--- src/rtl/temp_disp_ctrl_if.sv ---
// Read-engine handshake between temp_disp_ctrl (master) and the LM75A I2C read engine (slave).
interface temp_disp_ctrl_if;
    logic        rd_req;
    logic        rd_ack;
    logic        rd_done;
    logic        rd_err;
    logic [15:0] rd_data;

    modport master (
        output rd_req,
        input  rd_ack,
        input  rd_done,
        input  rd_err,
        input  rd_data
    );

    modport slave (
        input  rd_req,
        output rd_ack,
        output rd_done,
        output rd_err,
        output rd_data
    );
endinterface

--- src/rtl/temp_disp_ctrl.sv ---
// Temperature sampling scheduler and BCD display formatter sitting between the
// LM75A read engine and the 7-segment scan driver.
//
// state  | meaning
// -------+--------------------------------------------------------------
// IDLE   | waiting for a pending sample request
// REQ    | rd_req high, waiting for rd_ack (timeout armed)
// WAIT   | request accepted, waiting for registered rd_done / rd_err
// CONV   | 8 double-dabble iterations on the integer part
// UPDATE | publish result, pulse upd, clear err, set disp_valid
module temp_disp_ctrl #(
    parameter int SAMPLE_CYC  = 25_000_000,
    parameter int TIMEOUT_CYC = 1_000_000
) (
    input  logic                     clk,
    input  logic                     rst_n,
    input  logic                     trig_i,
    temp_disp_ctrl_if.master         bus,
    output logic [15:0]              disp_data_o,
    output logic                     disp_neg_o,
    output logic                     disp_valid_o,
    output logic                     upd_o,
    output logic                     err_o
);

    localparam int PW = (SAMPLE_CYC  > 1) ? $clog2(SAMPLE_CYC)  : 1;
    localparam int TW = (TIMEOUT_CYC > 1) ? $clog2(TIMEOUT_CYC) : 1;

    typedef enum logic [2:0] {
        IDLE   = 3'd0,
        REQ    = 3'd1,
        WAIT   = 3'd2,
        CONV   = 3'd3,
        UPDATE = 3'd4
    } state_t;

    state_t        state_q, state_d;
    logic [PW-1:0] per_q, per_d;
    logic [TW-1:0] tmo_q, tmo_d;
    logic          pend_q, pend_d;
    logic          done_s_q, err_s_q;
    logic [10:0]   data_s_q;
    logic [10:0]   raw_q, raw_d;
    logic [2:0]    cv_cnt_q, cv_cnt_d;
    logic [19:0]   sh_q, sh_d;
    logic [15:0]   disp_data_q, disp_data_d;
    logic          disp_neg_q, disp_neg_d;
    logic          valid_q, valid_d;
    logic          upd_q, upd_d;
    logic          err_q, err_d;

    logic          tick;
    logic          tmo_exp;
    logic [10:0]   mag;
    logic [5:0]    fr_x5;
    logic [3:0]    tenths;
    logic [19:0]   sh_src;
    logic          unused_rd_lsb;

    assign unused_rd_lsb = ^bus.rd_data[4:0];

    // One double-dabble step: add 3 to any BCD digit >= 5, then shift left.
    function automatic logic [19:0] dd_step(input logic [19:0] s);
        logic [19:0] t;
        t = s;
        if (t[11:8]  >= 4'd5) t[11:8]  = t[11:8]  + 4'd3;
        if (t[15:12] >= 4'd5) t[15:12] = t[15:12] + 4'd3;
        if (t[19:16] >= 4'd5) t[19:16] = t[19:16] + 4'd3;
        return {t[18:0], 1'b0};
    endfunction

    assign tick    = (per_q == PW'(SAMPLE_CYC - 1));
    assign per_d   = tick ? '0 : per_q + PW'(1);
    assign tmo_exp = (tmo_q == TW'(TIMEOUT_CYC - 1));

    assign mag     = raw_q[10] ? (~raw_q + 11'd1) : raw_q;
    assign fr_x5   = {1'b0, mag[2:0], 2'b00} + {3'b000, mag[2:0]};
    assign tenths  = fr_x5[5:2];
    assign sh_src  = (cv_cnt_q == 3'd0) ? {12'd0, mag[10:3]} : sh_q;

    always_comb begin
        state_d     = state_q;
        pend_d      = pend_q;
        tmo_d       = '0;
        raw_d       = raw_q;
        cv_cnt_d    = cv_cnt_q;
        sh_d        = sh_q;
        disp_data_d = disp_data_q;
        disp_neg_d  = disp_neg_q;
        valid_d     = valid_q;
        upd_d       = 1'b0;
        err_d       = err_q;

        if (tick || trig_i) pend_d = 1'b1;

        case (state_q)
            IDLE: begin
                if (pend_q) begin
                    state_d = REQ;
                    pend_d  = 1'b0;
                end
            end
            REQ: begin
                tmo_d = tmo_q + TW'(1);
                if (bus.rd_ack) begin
                    state_d = WAIT;
                end else if (tmo_exp) begin
                    state_d = IDLE;
                    err_d   = 1'b1;
                end
            end
            WAIT: begin
                tmo_d = tmo_q + TW'(1);
                if (done_s_q) begin
                    raw_d    = data_s_q;
                    cv_cnt_d = 3'd0;
                    state_d  = CONV;
                end else if (err_s_q || tmo_exp) begin
                    state_d = IDLE;
                    err_d   = 1'b1;
                end
            end
            CONV: begin
                sh_d     = dd_step(sh_src);
                cv_cnt_d = cv_cnt_q + 3'd1;
                if (cv_cnt_q == 3'd7) state_d = UPDATE;
            end
            UPDATE: begin
                disp_data_d = {sh_q[19:8], tenths};
                disp_neg_d  = raw_q[10];
                valid_d     = 1'b1;
                upd_d       = 1'b1;
                err_d       = 1'b0;
                state_d     = IDLE;
            end
            default: state_d = IDLE;
        endcase
    end

    // Engine responses are registered, and only accepted while waiting for them.
    always_ff @(posedge clk or negedge rst_n) begin
        if (!rst_n) begin
            done_s_q <= 1'b0;
            err_s_q  <= 1'b0;
            data_s_q <= '0;
        end else begin
            done_s_q <= bus.rd_done && (state_q == WAIT);
            err_s_q  <= bus.rd_err  && (state_q == WAIT);
            if (bus.rd_done && (state_q == WAIT)) data_s_q <= bus.rd_data[15:5];
        end
    end

    always_ff @(posedge clk or negedge rst_n) begin
        if (!rst_n) begin
            state_q     <= IDLE;
            per_q       <= '0;
            tmo_q       <= '0;
            pend_q      <= 1'b0;
            raw_q       <= '0;
            cv_cnt_q    <= '0;
            sh_q        <= '0;
            disp_data_q <= '0;
            disp_neg_q  <= 1'b0;
            valid_q     <= 1'b0;
            upd_q       <= 1'b0;
            err_q       <= 1'b0;
        end else begin
            state_q     <= state_d;
            per_q       <= per_d;
            tmo_q       <= tmo_d;
            pend_q      <= pend_d;
            raw_q       <= raw_d;
            cv_cnt_q    <= cv_cnt_d;
            sh_q        <= sh_d;
            disp_data_q <= disp_data_d;
            disp_neg_q  <= disp_neg_d;
            valid_q     <= valid_d;
            upd_q       <= upd_d;
            err_q       <= err_d;
        end
    end

    assign bus.rd_req   = (state_q == REQ);
    assign disp_data_o  = disp_data_q;
    assign disp_neg_o   = disp_neg_q;
    assign disp_valid_o = valid_q;
    assign upd_o        = upd_q;
    assign err_o        = err_q;

endmodule

--- src/flat_wrapper.sv ---
// flat-port wrapper written by rule: the top's interface ports become plain ports
module temp_disp_ctrl_flat 
#(
    parameter int SAMPLE_CYC  = 25_000_000,
    parameter int TIMEOUT_CYC = 1_000_000
)
  (clk, rst_n, trig_i, disp_data_o, disp_neg_o, disp_valid_o, upd_o, err_o, bus_rd_req, bus_rd_ack, bus_rd_done, bus_rd_err, bus_rd_data);
  temp_disp_ctrl_if bus_i ();
  input  logic clk;
  input  logic rst_n;
  input  logic trig_i;
  output logic [15:0] disp_data_o;
  output logic disp_neg_o;
  output logic disp_valid_o;
  output logic upd_o;
  output logic err_o;
  output wire logic [$bits(bus_i.rd_req)-1:0] bus_rd_req;
  input wire logic [$bits(bus_i.rd_ack)-1:0] bus_rd_ack;
  input wire logic [$bits(bus_i.rd_done)-1:0] bus_rd_done;
  input wire logic [$bits(bus_i.rd_err)-1:0] bus_rd_err;
  input wire logic [$bits(bus_i.rd_data)-1:0] bus_rd_data;
  assign bus_rd_req = bus_i.rd_req;
  assign bus_i.rd_ack = bus_rd_ack;
  assign bus_i.rd_done = bus_rd_done;
  assign bus_i.rd_err = bus_rd_err;
  assign bus_i.rd_data = bus_rd_data;
  temp_disp_ctrl #(.SAMPLE_CYC(SAMPLE_CYC), .TIMEOUT_CYC(TIMEOUT_CYC)) u_core (.clk(clk), .rst_n(rst_n), .trig_i(trig_i), .bus(bus_i), .disp_data_o(disp_data_o), .disp_neg_o(disp_neg_o), .disp_valid_o(disp_valid_o), .upd_o(upd_o), .err_o(err_o));
endmodule
--- config.mk ---
export PLATFORM = sky130hd
export DESIGN_NAME = temp_disp_ctrl_flat
export DESIGN_NICKNAME = d
export VERILOG_FILES = /design/src/rtl/temp_disp_ctrl_if.sv /design/src/rtl/temp_disp_ctrl.sv /design/src/flat_wrapper.sv
export SDC_FILE = /design/constraint.sdc
export NUM_CORES = 1
export LEC_CHECK = 0
export CORE_ASPECT_RATIO = 0.8
export CORE_MARGIN = 1
export CORE_UTILIZATION = 30
export CTS_CLUSTER_DIAMETER = 80
export DETAILED_ROUTE_END_ITERATION = 10
export HOLD_SLACK_MARGIN = 0.06
export PLACE_DENSITY = 0.5
export SYNTH_ARGS = -nofsm -noshare
export SYNTH_HDL_FRONTEND = slang
export SYNTH_SLANG_ARGS = --single-unit
--- constraint.sdc ---
create_clock -name clk -period 6 [get_ports clk]
set_input_delay 1.8 -clock clk [delete_from_list [all_inputs] [get_ports clk]]
set_output_delay 1.8 -clock clk [all_outputs]
set_load 0.005 [all_outputs]
**Word-level counts from Yosys, hierarchy flattened**

Index checks and enable logic that the tools add are counted.

- Reduce and logical (&&, ||, !) cells: 13
- $lt $le $gt $ge: 3
- Equal/unequal tests: 16
- Div/mod/pow operators: 0
- Shift operators: 0
- $add $sub $neg: 8
- $mul: 0
- Multiplexer cells: 25
- Bitwise gates (word level): 1

Operators by type and width:

| cell | count |
|---|---|
| $mux W20 | 2 |
| $add A25 B1 Y25 const B | 1 |
| $eq A25 B25 Y1 const B | 1 |
| $mux W25 | 1 |
| $mux W3 | 8 |
| $add A20 B1 Y20 const B | 1 |
| $eq A20 B20 Y1 const B | 1 |
| $ge A4 B3 Y1 const B | 3 |
| $pmux W3 S4 | 1 |
| $add A11 B1 Y11 const B | 1 |
| $mux W11 | 1 |
| $not A11 Y11 | 1 |
| $ne A2 B1 Y1 const B | 5 |
| $add A4 B2 Y4 const B | 2 |
| $mux W1 | 8 |
| $mux W4 | 2 |
| $add A5 B3 Y6 | 1 |
| $eq A3 B2 Y1 const B | 2 |
| $eq A3 B3 Y1 const B | 2 |
| $logic_not A3 Y1 | 2 |
| $ne A3 B1 Y1 const B | 2 |
| $pmux W3 S2 | 1 |
| $reduce_and A5 Y1 | 1 |
| $ne A2 B2 Y1 const B | 2 |
| other kinds (11) | 14 |

- Output and inout port bits: 21
- Memories: 0
- Flip-flop bits (word level): 115
- Bits of input ports: 22
- ROM bits: 0
- Word-level logic and storage cells: 81
- RAM bits: 0
- Latch bits: 0

**Longest topological paths before layout**

Gate-level depths: netlist of the first run.

- Depth in word-level cells: 6
- Depth in mapped cells: 11
- Depth with buffers taken out: 10

**Least setup slack after synthesis of the first run**

OpenSTA, ideal clock, no wires.

- Kind: in2reg
- Start point: input bus_rd_done
- End point: register u_core.data_s_q[10]
- Data arrival time: 2.654 ns
- Stages on the path: 3
- Required time: 5.875 ns
- Library setup time: 0.125 ns
- Path slack: 3.221 ns
- Cell sequence: nor3b_1 buf_4 mux2_2

- Longest elaborated chain between the ends: 1

Ends and longest elaborated chain:

| element | RTL line | source |
|---|---|---|
| from (decl) | flat_wrapper.sv:19 | `input wire logic [$bits(bus_i.rd_done)-1:0] bus_rd_done;` |
| $logic_and A1 B1 Y1 | temp_disp_ctrl.sv:149 | `if (bus.rd_done && (state_q == WAIT)) data_s_q <= bus.rd_data[15:5];` |
| to (signal assigned) | temp_disp_ctrl.sv:149 |  |
| to (decl) | temp_disp_ctrl.sv:42 | `logic [10:0] data_s_q;` |

No other way between the ends.
A chain may end at the register's enable or synchronous reset.

**Worst setup path in the final report of the first run**

- Start point: register u_core.state_q[1]
- End point: output bus_rd_req

- Longest elaborated chain between the ends: 1

Ends and longest elaborated chain:

| element | RTL line | source |
|---|---|---|
| from (decl) | temp_disp_ctrl.sv:37 | `state_t state_q, state_d;` |
| from (signal assigned) | temp_disp_ctrl.sv:168 | `state_q <= state_d;` |
| $eq A3 B1 Y1 | temp_disp_ctrl.sv:183 | `assign bus.rd_req = (state_q == REQ);` |
| to (decl) | flat_wrapper.sv:17 | `output wire logic [$bits(bus_i.rd_req)-1:0] bus_rd_req;` |

No other way between the ends.

==> impl_metrics.ini, run 1 <==
[layout]
drive_above_1_share_pct = 13.2
areaGrowthSynthToFinish_pct = 21.2
regArea_sq_um = 2880
num-fill-cells = 1735
fin_nets = 585
final_cell_mix = 115 x dfrtp_1, 46 x nand2_1, 36 x clkdlybuf4s50_1, 32 x mux2_2, 30 x nor2_1
stdcell_area_sq_um = 6730
multiInputGateArea_sq_um = 2500
finalNonFillerCells = 792
final_common_cell = dfrtp_1
antenna_cells = 0

[sta]
max-slew-margin-rel_pct = 25.6
whs_ns = 0.448
hold_viol_final = 0
period_needed_ns = 3.65
rsz0062_at_grt = no
setup_tns_ns = 0
finalSetupViolCount = 0
drv_slew = 0
clock_skew_ns = 0.00781
max_freq_mhz = 274
worst_slew_pin_slew_ns = 1.11
period_share_pct = 60.8

[route]
ant_nets = 0
via_per_inst = 5.00
drtIter0Drc = 172
vias = 3963
post_drt_wl_per_cell_um = 14.9
drc = 0
dr.pass1.iters = 4
wirelength_um = 11800

[placed_design]
dpl-instance-area_sq_um = 6090
io_buffers = 37
dp_hpwl_um = 7740
gp_congestion = 0.755
dp_cells = 760

[yosys]
muxShareOfSynthArea_pct = 7.21
synth_compound_gate_area_share_pct = 9.60
synth_simple_gate_area_share_pct = 19.7
synthCells = 517
netlist_top_cells_area = dfrtp_1 52%, mux2_2 6.5%, ha_1 3.2%
yosysWarnings = 0
yosysTopAreaCellShare_pct = 51.8
synth_largest_area_cell = dfrtp_1
synth_area_sq_um = 5550
synth_seq_area_share_pct = 51.8
synth.distinct_cells = 49
synth_top_family_by_area = simple AND/OR/NAND/NOR gates
synthAdderAreaFrac_pct = 3.16
ys_ff_latch = 115
syn_area_per_cell_sq_um = 10.7
synth_xor_area_share_pct = 5.21
synth_fp_nets = 553

[clock_network]
cts.sinks = 115
clk_pin_slew_ns = 0.06
cts_tree = built
clk_latency_ns = 0.42
post-cts-setup-buffers = 0
clock-root-buffer = clkbuf_16
ctsHoldBuffers = 0
cts_resized = 0
clock_path_buffers = 2
htree_levels = 4
cts_buffers = 17

[global_route]
grt_pass1_wl_um = 20900
antenna_found_initial = 0
grt_use_total_pct = 14.0
grt_start_max_net_pins = 70
grt_pass1_vias = 4180
gr-total-overflow = 0

[worst_setup_path]
worstPathCellList = nand2b_1 -> nor2_1 -> clkdlybuf4s50_1
rr_worst_depth = 9
cp_slowest_cell = clkdlybuf4s50_1
crit_start = u_core.state_q[1]$_DFFE_PN0P_
r2r_start = u_core.cv_cnt_q[0]$_DFFE_PN0P_
critPathKind = reg -> out
critPathMaxStageDelay_ns = 0.55
cp.arrival_ns = 1.85
r2r_end = u_core.sh_q[10]$_DFFE_PN0P_
worst_setup_path_end_kind = primary output
startpoint_type = flip-flop
cp.required_ns = 4.20
regToRegSetupSlack_ns = 3.50
crit_path_max_fanout = 7

[hold_path]
hold_end = u_core.per_q[0]$_DFF_PN0_
hp-class = reg -> reg
min-delay-start = u_core.per_q[0]$_DFF_PN0_
whs_path_depth = 1

[pwr]
ir_drop_mv = 0.203
total_power_w = 0.00293
p_leak_nw = 2.94
powerDensity_nw_per_um2 = 436

[floorplanning]
initial_core_util_pct = 30.6
chipHeight_um = 124
pin_count = 43
core-area_sq_um = 18100
num_rows = 44
die-area_sq_um = 19100
die_width_um = 154

[run_status]
outcome = complete, no violations

[job]
drv_cap = 0
-- cells by family after synthesis --
family                     after synthesis
AOI/OAI and AO/OA                       85
muxes                                   36
buffers and inverters                   38
adders and majority gates               14
xor gates and xnor gates                33
DFF                                    115
and+or+nand+nor                        196
-- metal layers --
metal	vias up	GRT usage (%)	wire length, um
li1	1930	-	-
met1	1965	17.8	5860
met2	56	22.8	5410
met3	12	4.18	394
met4	0	4.69	173
met5	-	0	0
-- worst max-delay path, delay by kind of cell (launching register included) --
family                 cells  cell delay (ns)
flip-flops                 1             0.43
buffers and inverters      1             0.55
AND/OR/NAND/NOR            2             0.46
-- report_power, final --
group,switching [W],internal [W]
logic,0.000417,0.000322
clock network,0.000372,0.000717
registers,0.000159,0.000944
-- flip-flops by register name, summed over array words and instances, names as in the netlist --
signal,cells
u_core.cv_cnt_q,3
u_core.data_s_q,11
u_core.disp_data_o,16
u_core.disp_neg_o,1
u_core.disp_valid_o,1
u_core.done_s_q,1
u_core.err_o,1
u_core.err_s_q,1
u_core.pend_q,1
u_core.per_q,25
u_core.raw_q,11
u_core.sh_q,19
u_core.state_q,3
u_core.tmo_q,20
u_core.upd_o,1
-- synth_stat cells, drive strengths merged --
library cell and n:
o31ai 12, buf 15, nor4 2, nor2 30, a21boi 1, nor3b 5, or3 12, and2 6
mux2i 4, clkbuf 10, a21oi 18, and4 7, a31oi 6, o41ai 5, o211ai 4, or3b 1
ha 14, nand3 25, o31a 1, and3b 1, nand3b 3, or2 1, and3 14, a21o 1
xor2 19, o22ai 1, nand4 12, nand2 46, nor4b 3, nand2b 8, a22o 2, xnor2 14
nor2b 2, nor3 7, dfrtp 115, a32o 4, mux2 32, inv 13, o21ai 29, or4 11
a221oi 1
-- layout make-up --
type,instances,share of cell area (%)
clock inverter,12,2.68
tap,230,4.28
inverter,13,0.726
timing repair buffer,38,5.58
clock buffer,20,6.79
multi-input combinational,364,37.2
sequential,115,42.8
-- per-stage QoR --
stage | setup WS [ns] | util [%]
after floorplan | 3.22 | -
after global placement | 2.45 | 33.6
after detailed placement | 2.39 | 33.6
after CTS | 2.33 | 37.1
after global routing | 2.24 | 37.1
final | 2.35 | 37.1
-- worst max path at each step --
| stage | end | slack [ns] | cells after the start |
|---|---|---|---|
| after global placement | u_core.data_s_q[9]$_DFFE_PN0P_ | 2.45 | 3 |
| after CTS | bus_rd_req | 2.33 | 3 |
| final | bus_rd_req | 2.35 | 3 |
| after detailed placement | u_core.data_s_q[0]$_DFFE_PN0P_ | 2.39 | 3 |
| after global routing | bus_rd_req | 2.24 | 3 |
| after floorplan | u_core.data_s_q[10]$_DFFE_PN0P_ | 3.22 | 3 |
Power figures use the tool's default switching activity.
==> run 2, diff against run 1 <==
--- a/config.mk
+++ b/config.mk
@@ -11,7 +11,7 @@
 export CTS_CLUSTER_DIAMETER = 80
 export DETAILED_ROUTE_END_ITERATION = 10
 export HOLD_SLACK_MARGIN = 0.06
-export PLACE_DENSITY = 0.5
+export PLACE_DENSITY = 0.51
 export SYNTH_ARGS = -nofsm -noshare
 export SYNTH_HDL_FRONTEND = slang
 export SYNTH_SLANG_ARGS = --single-unit
==> constraint.sdc (replaced) <==
create_clock -name clk -period 3 [get_ports clk]
set_input_delay 0.9 -clock clk [delete_from_list [all_inputs] [get_ports clk]]
set_output_delay 0.9 -clock clk [all_outputs]
set_load 0.005 [all_outputs]
==> run 2 against run 1 <==
Utilization shrank 0.055 points. Sequential share of layout area grew 0.064 points. Sequential cell count is the same. Largest power group unchanged. Highest routed layer unchanged.
==> impl_metrics.ini, run 2 (synthesis gave the netlist of run 1 again) <==
[run_status]
outcome = complete, no violations

[layout]
final_common_cell = dfrtp_1
antenna_cells = 0
drive_above_1_share_pct = 14.7
fin_nets = 594
stdcell_area_sq_um = 6720
areaGrowthSynthToFinish_pct = 21.0
finalNonFillerCells = 801
num-fill-cells = 1752
largest-register = u_core.per_q
final_core_util_pct = 37.1
final_cell_mix = 115 x dfrtp_1, 46 x nand2_1, 36 x clkdlybuf4s50_1, 32 x mux2_2, 30 x nor2_1
largestRegisters = u_core.per_q: 25 flops, u_core.tmo_q: 20 flops, u_core.sh_q: 19 flops
multiInputGateArea_sq_um = 2500
largest_register_ffs = 25
regArea_sq_um = 2880

[global_route]
gr-total-overflow = 0
grt_pass1_wl_um = 19800
antenna_found_initial = 0
grt_pass1_vias = 3943
grt_start_max_net_pins = 42
grt_use_total_pct = 13.3

[sta]
period_needed_ns = 2.75
drv_slew = 0
clock_skew_ns = 0.0107
rsz0062_at_grt = no
worst_slew_pin_slew_ns = 0.988
period_share_pct = 91.8
setup_tns_ns = 0
hold_viol_final = 0
finalSetupViolCount = 0
max-slew-margin-rel_pct = 34.0
max_freq_mhz = 363

[worst_setup_path]
worst_setup_path_end_kind = primary output
worstPathCellList = nand2b_1 -> nor2_1 -> clkdlybuf4s50_1
cp.required_ns = 2.10
cp.arrival_ns = 1.85
cp_slowest_cell = clkdlybuf4s50_1
crit_path_max_fanout = 7
critPathMaxStageDelay_ns = 0.56
critPathKind = reg -> out
startpoint_type = flip-flop

[pwr]
switchingPower_w = 0.00194
intPower_w = 0.00367
powerDensity_nw_per_um2 = 835
pwr-share-comb_pct = 27.6
switching_share_pct = 34.6
p_leak_nw = 2.96
ir_drop_mv = 0.315
clock_power_share_pct = 33.0
sequentialPowerShare_pct = 39.4

[floorplanning]
pin_count = 43
initial_core_util_pct = 30.6
die-area_sq_um = 19100
die_width_um = 154
chipHeight_um = 124
num_rows = 44
core-area_sq_um = 18100

[route]
wl_met2_um = 5420
wl_met1_um = 5880
dr.pass1.iters = 4
met3RoutedLength_um = 361
via_per_inst = 5.02
drc = 0
highest_layer = met4
drtIter0Drc = 175
post_drt_wl_per_cell_um = 14.7
wirelength_um = 11700
ant_nets = 0
vias = 4023

[placed_design]
dpl-instance-area_sq_um = 6170
dp_cells = 769
dp_hpwl_um = 7920
gp_congestion = 0.754
io_buffers = 37

[clock_network]
cts_buffers = 17
clock_path_buffers = 2
clock-root-buffer = clkbuf_16
cts_tree = built
cts_resized = 0
clk_pin_slew_ns = 0.05
post-cts-setup-buffers = 0
htree_levels = 4
cts.sinks = 115
ctsHoldBuffers = 0
clk_latency_ns = 0.41

[job]
drv_cap = 0

[hold_path]
hp-class = reg -> reg
run 2: cell count changes in the layout (fill, tap and decap cells not counted), sizes merged:
cell,delta
clkbuf,-2
inv,+3
buf,+9
bufinv,-4
clkinvlp,-2
clkinv,+5
run 2: per-layer routing:
layer  track usage (%)  vias up
met5                 0        -
met4              4.31        0
met3              3.58        9
met2              20.9       50
met1              17.8     2010
li1                  -     1954
run 2: worst max-delay path: cells and delay by family (launching register included):
family        cells  cell delay [ns]
simple gates      2             0.46
flops             1             0.43
buf+inv           1             0.56
run 2: path summary, 6_finish.rpt:
path,start,to,slack [ns],cells after the start
max,u_core.state_q[1]$_DFFE_PN0P_,bus_rd_req,0.25,3
min,u_core.per_q[0]$_DFF_PN0_,u_core.per_q[0]$_DFF_PN0_,0.45,1
max reg2reg,u_core.cv_cnt_q[0]$_DFFE_PN0P_,u_core.sh_q[13]$_DFFE_PN0P_,0.70,9
min reg2reg,u_core.per_q[0]$_DFF_PN0_,u_core.per_q[0]$_DFF_PN0_,0.45,1
max in group asynchronous,rst_n,u_core.per_q[18]$_DFF_PN0_,1.85,2
min in group asynchronous,rst_n,u_core.tmo_q[16]$_DFF_PN0_,0.47,1
run 2: power groups by stage:
stage	clock (W)	sequential (W)	combinational (W)
2_1_floorplan	0	0.00211	0.00120
3_3_place_gp	0	0.00222	0.00151
3_5_place_dp	0	0.00223	0.00155
4_1_cts	0.00190	0.00221	0.00157
5_1_grt	0.00198	0.00227	0.00176
6_report	0.00185	0.00221	0.00155
run 2: area by class of cell:
type,instances,area share (%)
well taps,230,4.29
repair buffers,47,6.78
inverters,13,0.727
clock buffers,18,6.54
flip-flops and latches,115,42.9
clock inverters,14,1.60
multi-input cells,364,37.2
run 2: metrics by stage:
step	setup slack, ns	hold WS (ns)	power, W
after floorplan	1.01	0.424	0.00331
after global placement	0.687	0.440	0.00373
after detailed placement	0.693	0.445	0.00378
after CTS	0.255	0.453	0.00567
after global routing	0.180	0.477	0.00600
final	0.247	0.452	0.00561
==> run 3, diff against run 2 <==
--- a/config.mk
+++ b/config.mk
@@ -9,9 +9,10 @@
 export CORE_MARGIN = 1
 export CORE_UTILIZATION = 30
 export CTS_CLUSTER_DIAMETER = 80
+export CTS_CLUSTER_SIZE = 20
 export DETAILED_ROUTE_END_ITERATION = 10
 export HOLD_SLACK_MARGIN = 0.06
-export PLACE_DENSITY = 0.51
+export PLACE_DENSITY_LB_ADDON = 0.1
 export SYNTH_ARGS = -nofsm -noshare
 export SYNTH_HDL_FRONTEND = slang
 export SYNTH_SLANG_ARGS = --single-unit
==> run 3 against run 2 <==
Worst setup slack improved by 0.090 ns. Routed wire length grew 2.9%. Clock-buffer cell count is 4 higher. Non-clock buffer count did not move. Via count fell by 0.17%. Combinational power barely moved. Largest cell class unchanged.
==> impl_metrics.ini, run 3 (synthesis gave the netlist of run 1 again) <==
[sta]
drv_slew = 0
period_share_pct = 88.8
worst_slew_pin_slew_ns = 0.939
max_freq_mhz = 376
finalSetupViolCount = 0
hold_viol_final = 0
max-slew-margin-rel_pct = 37.2
clock_skew_ns = 0.0123
rsz0062_at_grt = no
whs_ns = 0.383
period_needed_ns = 2.66
setup_tns_ns = 0

[floorplanning]
die-area_sq_um = 19100
chipHeight_um = 124
core-area_sq_um = 18100
pin_count = 43
die_width_um = 154
num_rows = 44
initial_core_util_pct = 30.6

[pwr]
ir_drop_mv = 0.355
powerDensity_nw_per_um2 = 881
p_leak_nw = 3.01

[worst_setup_path]
startpoint_type = flip-flop
crit_family = buffers and inverters
regToRegSetupSlack_ns = 0.67
worstPathCellList = nand2b_1 -> nor2_1 -> clkdlybuf4s50_1
crit_start = u_core.state_q[1]$_DFFE_PN0P_
cp_slowest_cell = clkdlybuf4s50_1
crit_path_max_fanout = 7
endpoint = bus_rd_req
r2r_end = u_core.sh_q[10]$_DFFE_PN0P_
cp.required_ns = 2.10
r2r_start = u_core.cv_cnt_q[0]$_DFFE_PN0P_
cp.arrival_ns = 1.76
rr_worst_depth = 9
path_buf_inv = 1
critPathMaxStageDelay_ns = 0.52
worstSetupPathDepth = 3
critPathKind = reg -> out
worst_setup_path_end_kind = primary output

[clock_network]
clock-root-buffer = clkbuf_16
clk_latency_ns = 0.42
cts.sinks = 115
htree_levels = 4
cts_resized = 0
clock_path_buffers = 2
cts_buffers = 17
post-cts-setup-buffers = 0
ctsHoldBuffers = 0
cts_tree = built
clk_pin_slew_ns = 0.05

[layout]
regArea_sq_um = 2880
final_common_cell = dfrtp_1
largest-register = u_core.per_q
largestRegisters = u_core.per_q: 25 flops, u_core.tmo_q: 20 flops, u_core.sh_q: 19 flops
antenna_cells = 0
stdcell_area_sq_um = 6820
multiInputGateArea_sq_um = 2500
final_cell_mix = 115 x dfrtp_1, 46 x nand2_1, 36 x clkdlybuf4s50_1, 32 x mux2_2, 30 x nor2_1
num-fill-cells = 1729
drive_above_1_share_pct = 14.4
areaGrowthSynthToFinish_pct = 22.9
finalNonFillerCells = 801
fin_nets = 594
largest_register_ffs = 25

[route]
post_drt_wl_per_cell_um = 15.1
drc = 0
vias = 4016
dr.pass1.iters = 4
wirelength_um = 12100
via_per_inst = 5.01
ant_nets = 0
drtIter0Drc = 226

[job]
drv_cap = 0

[placed_design]
io_buffers = 37
dpl-instance-area_sq_um = 6170
gp_congestion = 0.728
dp_cells = 769
dp_hpwl_um = 7980

[run_status]
outcome = complete, no violations

[hold_path]
hp-class = in -> async

[global_route]
grt_pass1_wl_um = 20600
grt_use_total_pct = 14.0
grt_pass1_vias = 4074
grt_start_max_net_pins = 76
gr-total-overflow = 0
antenna_found_initial = 0
run 3: changes by cell type in the layout (fill, tap and decap cells not counted), sizes merged:
| cell | change |
|---|---|
| bufinv | +5 |
| inv | -3 |
| clkbuf | +4 |
| clkinv | -4 |
| clkinvlp | -2 |
run 3: final cells by class:
type	instances	area share (%)
Clock inverter	10	2.61
Tap cell	230	4.22
Inverter	13	0.715
Clock buffer	22	6.95
Timing Repair Buffer	47	6.68
Multi-Input combinational cell	364	36.6
Sequential cell	115	42.2
run 3: where the power goes:
group / internal [W] / switching (W) / leakage [nW] / total, W
logic: 0.000699 / 0.000874 / 1.18 / 0.00157
registers: 0.00189 / 0.000321 / 1.51 / 0.00221
clock network: 0.00153 / 0.000694 / 0.320 / 0.00223
total: 0.00412 / 0.00189 / 3.01 / 0.00601
run 3: how the worst min path moves through the flow:
stage | from | end | slack [ns] | depth (start not counted)
finish | rst_n | u_core.tmo_q[7]$_DFF_PN0_ | 0.38 | 1
global route | rst_n | u_core.tmo_q[7]$_DFF_PN0_ | 0.39 | 1
CTS | rst_n | u_core.tmo_q[7]$_DFF_PN0_ | 0.38 | 1
detailed placement | u_core.disp_valid_o$_DFFE_PN0P_ | u_core.disp_valid_o$_DFFE_PN0P_ | 0.45 | 1
global placement | u_core.per_q[0]$_DFF_PN0_ | u_core.per_q[0]$_DFF_PN0_ | 0.44 | 1
floorplan | u_core.per_q[0]$_DFF_PN0_ | u_core.per_q[0]$_DFF_PN0_ | 0.42 | 1
run 3: stage by stage:
step	setup slack, ns	total power, W	utilization [%]
after floorplan	1.01	0.00331	-
after global placement	0.729	0.00379	34.1
after detailed placement	0.674	0.00382	34.1
after CTS	0.274	0.00611	37.7
after global routing	0.211	0.00641	37.7
final	0.337	0.00601	37.7
run 3: per-layer routing:
layer | track usage, % | up-vias | share of wire [%] | routed length [um]
met5 | 0 | - | 0 | 0
met4 | 5.25 | 0 | 0.62 | 75
met3 | 4.18 | 7 | 1.9 | 224
met2 | 21.7 | 42 | 46 | 5510
met1 | 18.5 | 2019 | 52 | 6270
li1 | - | 1948 | - | -
